**config.mk**
```make
export PLATFORM = sky130hd
export DESIGN_NAME = mux_rr_arbiter_flat
export DESIGN_NICKNAME = d
export VERILOG_FILES = /design/src/rtl/mux_rr_if.sv /design/src/rtl/mux_rr_arbiter.sv /design/src/flat_wrapper.sv
export SDC_FILE = /design/constraint.sdc
export NUM_CORES = 1
export LEC_CHECK = 0
export BUFFER_PORTS_ARGS = -buffer_cell sky130_fd_sc_hd__buf_2
export CORE_UTILIZATION = 55
export DETAILED_ROUTE_END_ITERATION = 12
export GPL_TIMING_DRIVEN = 0
export PLACE_DENSITY = 0.81
export SYNTH_ARGS = -nofsm -noshare
export SYNTH_HDL_FRONTEND = slang
export SYNTH_SLANG_ARGS = --single-unit
```
**constraint.sdc**
```tcl
create_clock -name clk -period 5.7 [get_ports clk]
set_clock_uncertainty 0.05 [all_clocks]
set_input_delay 1.71 -clock clk [delete_from_list [all_inputs] [get_ports clk]]
set_output_delay 1.71 -clock clk [all_outputs]
set_load 0.02 [all_outputs]
```
**src/rtl/mux_rr_if.sv**
```systemverilog
// Handshake bundle between two requesters, the round-robin arbiter and one consumer.
// master = requester/consumer side, slave = arbiter side.
interface mux_rr_if #(
  parameter int N = 3
);
  logic         a_valid;
  logic [N-1:0] a_data;
  logic         a_ready;
  logic         b_valid;
  logic [N-1:0] b_data;
  logic         b_ready;
  logic         sel;
  logic         out_valid;
  logic [N-1:0] out_data;
  logic         out_ready;

  modport master (
    output a_valid, a_data, b_valid, b_data, out_ready,
    input  a_ready, b_ready, sel, out_valid, out_data
  );

  modport slave (
    input  a_valid, a_data, b_valid, b_data, out_ready,
    output a_ready, b_ready, sel, out_valid, out_data
  );
endinterface

```
**src/rtl/mux_rr_arbiter.sv**
```systemverilog
// Two-way round-robin arbiter with bounded bursts in front of a registered 2:1 mux.
// One output register stage; readies are combinational from grant state and output space.
module mux_rr_arbiter #(
  parameter int N         = 3,
  parameter int MAX_BURST = 4
) (
  input  logic    clk,
  input  logic    rst_n,
  mux_rr_if.slave bus
);
  localparam int CW = $clog2(MAX_BURST + 1);

  typedef enum logic [1:0] {IDLE, GRANT_A, GRANT_B} state_e;

  state_e         state_q, state_d;
  logic [CW-1:0]  cnt_q, cnt_d;
  logic           last_q, last_d;   // 1 = B was served last
  logic           sel_q, sel_d;
  logic           out_valid_q, out_valid_d;
  logic [N-1:0]   out_data_q, out_data_d;

  logic space, a_fire, b_fire;
  logic x_fire, x_valid, y_valid, burst_done;

  assign space       = !out_valid_q | bus.out_ready;
  assign bus.a_ready = (state_q == GRANT_A) & space;
  assign bus.b_ready = (state_q == GRANT_B) & space;
  assign a_fire      = bus.a_valid & bus.a_ready;
  assign b_fire      = bus.b_valid & bus.b_ready;

  assign bus.sel       = sel_q;
  assign bus.out_valid = out_valid_q;
  assign bus.out_data  = out_data_q;

  always_comb begin
    state_d    = state_q;
    cnt_d      = cnt_q;
    last_d     = last_q;
    sel_d      = sel_q;
    x_fire     = (state_q == GRANT_A) ? a_fire      : b_fire;
    x_valid    = (state_q == GRANT_A) ? bus.a_valid : bus.b_valid;
    y_valid    = (state_q == GRANT_A) ? bus.b_valid : bus.a_valid;
    burst_done = x_fire & (cnt_q == CW'(MAX_BURST - 1));
    case (state_q)
      IDLE: begin
        if (bus.a_valid && (!bus.b_valid || last_q)) begin
          state_d = GRANT_A;
          sel_d   = 1'b0;
          cnt_d   = '0;
        end else if (bus.b_valid) begin
          state_d = GRANT_B;
          sel_d   = 1'b1;
          cnt_d   = '0;
        end
      end
      GRANT_A, GRANT_B: begin
        if (x_fire) cnt_d = cnt_q + 1'b1;
        // Burst expiry with no rival restarts the count in place, no bubble.
        if (burst_done || !x_valid) begin
          cnt_d = '0;
          if (y_valid) begin
            state_d = (state_q == GRANT_A) ? GRANT_B : GRANT_A;
            sel_d   = (state_q == GRANT_A);
            last_d  = (state_q == GRANT_B);
          end else if (!x_valid) begin
            state_d = IDLE;
            last_d  = (state_q == GRANT_B);
          end
        end
      end
      default: state_d = IDLE;
    endcase
  end

  always_comb begin
    out_valid_d = out_valid_q;
    out_data_d  = out_data_q;
    if (a_fire) begin
      out_valid_d = 1'b1;
      out_data_d  = bus.a_data;
    end else if (b_fire) begin
      out_valid_d = 1'b1;
      out_data_d  = bus.b_data;
    end else if (bus.out_ready) begin
      out_valid_d = 1'b0;
    end
  end

  always_ff @(posedge clk or negedge rst_n) begin
    if (!rst_n) begin
      state_q     <= IDLE;
      cnt_q       <= '0;
      last_q      <= 1'b1;
      sel_q       <= 1'b0;
      out_valid_q <= 1'b0;
      out_data_q  <= '0;
    end else begin
      state_q     <= state_d;
      cnt_q       <= cnt_d;
      last_q      <= last_d;
      sel_q       <= sel_d;
      out_valid_q <= out_valid_d;
      out_data_q  <= out_data_d;
    end
  end
endmodule

```
**src/flat_wrapper.sv**
```systemverilog
// flat-port wrapper written by rule: the top's interface ports become plain ports
module mux_rr_arbiter_flat 
#(
  parameter int N         = 3,
  parameter int MAX_BURST = 4
)
  (clk, rst_n, bus_a_valid, bus_a_data, bus_b_valid, bus_b_data, bus_out_ready, bus_a_ready, bus_b_ready, bus_sel, bus_out_valid, bus_out_data);
  mux_rr_if #(.N(N)) bus_i ();
  input  logic clk;
  input  logic rst_n;
  input wire logic [$bits(bus_i.a_valid)-1:0] bus_a_valid;
  input wire logic [$bits(bus_i.a_data)-1:0] bus_a_data;
  input wire logic [$bits(bus_i.b_valid)-1:0] bus_b_valid;
  input wire logic [$bits(bus_i.b_data)-1:0] bus_b_data;
  input wire logic [$bits(bus_i.out_ready)-1:0] bus_out_ready;
  output wire logic [$bits(bus_i.a_ready)-1:0] bus_a_ready;
  output wire logic [$bits(bus_i.b_ready)-1:0] bus_b_ready;
  output wire logic [$bits(bus_i.sel)-1:0] bus_sel;
  output wire logic [$bits(bus_i.out_valid)-1:0] bus_out_valid;
  output wire logic [$bits(bus_i.out_data)-1:0] bus_out_data;
  assign bus_i.a_valid = bus_a_valid;
  assign bus_i.a_data = bus_a_data;
  assign bus_i.b_valid = bus_b_valid;
  assign bus_i.b_data = bus_b_data;
  assign bus_i.out_ready = bus_out_ready;
  assign bus_a_ready = bus_i.a_ready;
  assign bus_b_ready = bus_i.b_ready;
  assign bus_sel = bus_i.sel;
  assign bus_out_valid = bus_i.out_valid;
  assign bus_out_data = bus_i.out_data;
  mux_rr_arbiter #(.N(N), .MAX_BURST(MAX_BURST)) u_core (.clk(clk), .rst_n(rst_n), .bus(bus_i));
endmodule
```
# Word-level counts from Yosys, hierarchy flattened
# Cells that the tools add are included.
[totals] wordCells=64 register_bits=11
[op_classes] eq_ne=9 n_addsub=1 n_reduce_logical=15 n_mux=27 n_bitwise=6
[op_table] operator="$mux 3" count=6
[op_table] operator="$mux 1" count=12
[op_table] operator="$mux 2" count=6
[op_table] operator="$reduce_and 3->1" count=3
[op_table] operator="$pmux 3 s2" count=1
[op_table] operator="$and 1x1->1" count=5
[op_table] operator="$ne 2x1->1 const B" count=2
[op_table] operator="$pmux 2 s2" count=1
[op_table] operator="$reduce_and 4->1" count=1
[op_table] operator="$reduce_bool 2->1" count=2
[op_table] operator="$add 3x1->3 const B" count=1
[op_table] operator="$eq 3x2->1 const B" count=1
[op_table] operator="$logic_not 1->1" count=3
[op_table] operator="$ne 3x1->1 const B" count=1
[op_table] operator="$ne 3x2->1 const B" count=1
[op_table] operator="$ne 3x3->1 const B" count=1
[op_table] operator="$reduce_bool 3->1" count=1
[op_table] operator="$eq 2x1->1 const B" count=1
[op_table] operator="$eq 2x2->1 const B" count=1
[op_table] operator="$logic_not 2->1" count=1
[op_table] operator="$logic_or 1x1->1" count=2
[op_table] operator="$ne 2x2->1 const B" count=1
[op_table] operator="$pmux 1 s2" count=1
[op_table] operator="$reduce_or 2->1" count=1
[op_table] operator="2 further kinds" count=2

# Logic depth before layout (Yosys ltp)
[logic_depth] depth_word=9 mapped_depth=7 mapped_depth_nobuf=6

# Worst setup path before layout
# OpenSTA, ideal clock, no wires.
[synth_path] kind="input-to-output" from="in bus_out_ready" to="out bus_a_ready" path_buffers=0 t_required_ns=3.940 cell_stages=2 path_slack_ns=1.798 arrival_time_ns=2.142 cell_sequence="nand2b_1 and2_2"
[synth_via] elab_chain_len=2
[synth_rtl] item="start: declaration" line="flat_wrapper.sv:15" source="input wire logic [$bits(bus_i.out_ready)-1:0] bus_out_ready;"
[synth_rtl] item="$or 1x1->1" line="mux_rr_arbiter.sv:25" source="assign space = !out_valid_q | bus.out_ready;"
[synth_rtl] item="$and 1x1->1" line="mux_rr_arbiter.sv:26" source="assign bus.a_ready = (state_q == GRANT_A) & space;"
[synth_rtl] item="end: declaration" line="flat_wrapper.sv:16" source="output wire logic [$bits(bus_i.a_ready)-1:0] bus_a_ready;"
# Every way passes these cells.

# Worst setup path after layout
# Ends and elaborated chain as after synthesis.

==> qor.csv <==
metric,value,unit
status,"complete, no violations",
h-tree-depth,1,
fp-row-count,13,
maxSlewHeadroom,75.8,%
ys_seq_elements,11,
drive_above_1_share,38.4,%
grt_usage,23.9,%
cp_num_buf_inv,2,
avgSynthCellArea,10.3,sq um
viasPerCell,5.96,
p_leak,0.450,nW
grt_pass1_vias,555,
clkTransAtPathRegs,0.08,ns
fp.dieH,40.5,um
gr-total-overflow,0,
grt_max_degree,12,
synth_commonest_cells,"10 x dfrtp_1, 7 x a21oi_1, 7 x inv_1",
crit_path_end_kind,output pin,
holdBufCountCts,0,
antenna_cells,0,
worstRegToRegCells,7,
min_path_type,flip-flop to flip-flop,
ys.flop_type,dfrtp_1,
wl,1740,um
clock_sinks,11,
fp.dieArea,0.00164,sq mm
cts-buffers-inserted,3,
final_nets,117,
gp_congestion,0.791,
coreArea,0.00133,sq mm
cap_violations,0,
grt_pass1_wl,2480,um
setup_viol,0,
path_class,input pin to output pin,
cts_tree,yes,
max_stage_delay,0.23,ns
rrSetupSlack,3.59,ns
synth_edf_count,0,
wire_per_inst,15.2,um
cp-start-kind,input pin,
arrival,2.43,ns
cts_resized,0,
holdPathStages,1,
yosys-top-cells-area,"dfrtp_1 31%, ha_1 9.2%, mux2_2 5.5%, a21oi_1 4.3%, mux2_1 4.1%",
hpwl,1340,um
netlist.area_leader.share,30.7,%
vias,680,
min_period_over_period,73.4,%
fin_crit,4.19,ns
rsz0062_at_grt,false,
pin_count,18,
yosys.cell_types.count,34,
area_growth,15.3,%
drt-initial-drc-count,11,
r2r-end,u_core.state_q[0],
antenna_found_initial,0,
tightest_slew,0.360,ns
synthCells,79,
syn_nets,96,
drc_errors,0,
hp-start,u_core.bus.sel,
path_common_cell,buf_2,
insertion_delay,0.27,ns
hold_viol_final,0,
port_buffers,16,
postCtsSetupBuffers,0,
first_pass_iters,4,
start_util,61.2,%
ys_seq_area_share,33.9,%
root_buffer,clkbuf_4,
cp_slowest_cell,nand2b_1,
power_density,525,mW/mm^2
cp_top_family,simple AND/OR/NAND/NOR gates,
syn_area,816,sq um
synth-async-reset-ratio,100,%
path_max_fanout,6,
maxClockFrequency,0.239,GHz
setup_tns,0,ns
peakVddDrop,0.000350,V
r2r-start,u_core.state_q[1],
ys_warn_count,0,
cp_data_required_time,3.94,ns
yosys.cell_count.top_type,dfrtp_1,
clockBufferDepth,2,
antenna_left,0,
drv_slew,0,
whs,0.450,ns
holdPathEnd,u_core.bus.sel,
crit_chain,buf_2 > nand2b_1 > and2_2 > buf_2,
synth.largest_area_cell,dfrtp_1,
chipWidth,40.5,um
cell usage in the layout (no fill, tap or decap), drive strengths merged:
| cell | instances |
|---|---|
| a211oi | 1 |
| a21oi | 7 |
| a31oi | 2 |
| a41oi | 1 |
| and2 | 2 |
| and2b | 1 |
| and3 | 1 |
| buf | 19 |
| clkbuf | 4 |
| dfrtp | 10 |
| dfstp | 1 |
| ha | 6 |
| inv | 7 |
| mux2 | 8 |
| mux2i | 1 |
| nand2 | 4 |
| nand2b | 2 |
| nand3 | 2 |
| nand3b | 2 |
| nor2 | 5 |
| nor2b | 1 |
| nor3 | 2 |
| nor3b | 2 |
| o211ai | 1 |
| o21ai | 1 |
| o221a | 1 |
| o221ai | 2 |
| o22ai | 3 |
area by class of cell:
type                    count  area [sq um]
clock buffers               4          26.3
flip-flops and latches     11           277
repair buffers             16          80.1
inverters                   7          26.3
plain buffers               3          30.0
multi-input cells          58           483
fillers                   109           393
well taps                  15          18.8
routing by layer:
layer  vias up  part of all wire (%)  global-route usage, %
met5         -                     0                      0
met4         0                   2.8                   11.7
met3         9                   6.7                   5.00
met2        31                    47                   34.5
met1       314                    44                   33.3
li1        326                     -                      -
per-stage QoR:
step | worst slack, ns | cell area (sq um) | power (mW) | std cells | util [%]
4_1_cts | 1.52 | 941 | 0.495 | 114 | 70.5
5_1_grt | 1.47 | 941 | 0.528 | 114 | 70.5
2_1_floorplan | 1.80 | 816 | 0.370 | 79 | -
3_5_place_dp | 1.53 | 915 | 0.439 | 110 | 68.6
6_report | 1.51 | 941 | 0.494 | 114 | 70.5
3_3_place_gp | 1.56 | 915 | 0.424 | 110 | 68.6
logic make-up (layout without fill, tap and decap cells):
logic type,after synthesis,after routing,synth area share (%)
compound gates,19,19,18.3
flops,11,11,33.9
simple gates,24,24,19.0
fa+ha+maj,6,6,9.20
mux,9,9,12.7
buf+inv,10,30,6.90
worst max path at each step:
| stage | startpoint | to | slack (ns) | cells after the start |
|---|---|---|---|---|
| global route | bus_out_ready | bus_a_ready | 1.47 | 4 |
| finish | bus_out_ready | bus_a_ready | 1.51 | 4 |
| detailed placement | bus_out_ready | bus_a_ready | 1.53 | 4 |
| floorplan | bus_out_ready | bus_a_ready | 1.80 | 2 |
| CTS | bus_out_ready | bus_a_ready | 1.52 | 4 |
| global placement | bus_out_ready | bus_a_ready | 1.56 | 4 |
state kept, by name (all words and copies together), names as in the netlist:
signal	cells
u_core.cnt_q	3
u_core.last_q	1
u_core.state_q	2
u_core.bus.out_valid	1
u_core.bus.out_data	3
u_core.bus.sel	1
power by group:
group	switching, mW	internal [mW]	leakage, nW
combinational	0.170	0.136	0.301
sequential	0.0195	0.113	0.134
clock	0.0280	0.0271	0.0150
total	0.217	0.277	0.450
(Power assumes the default switching activity.)
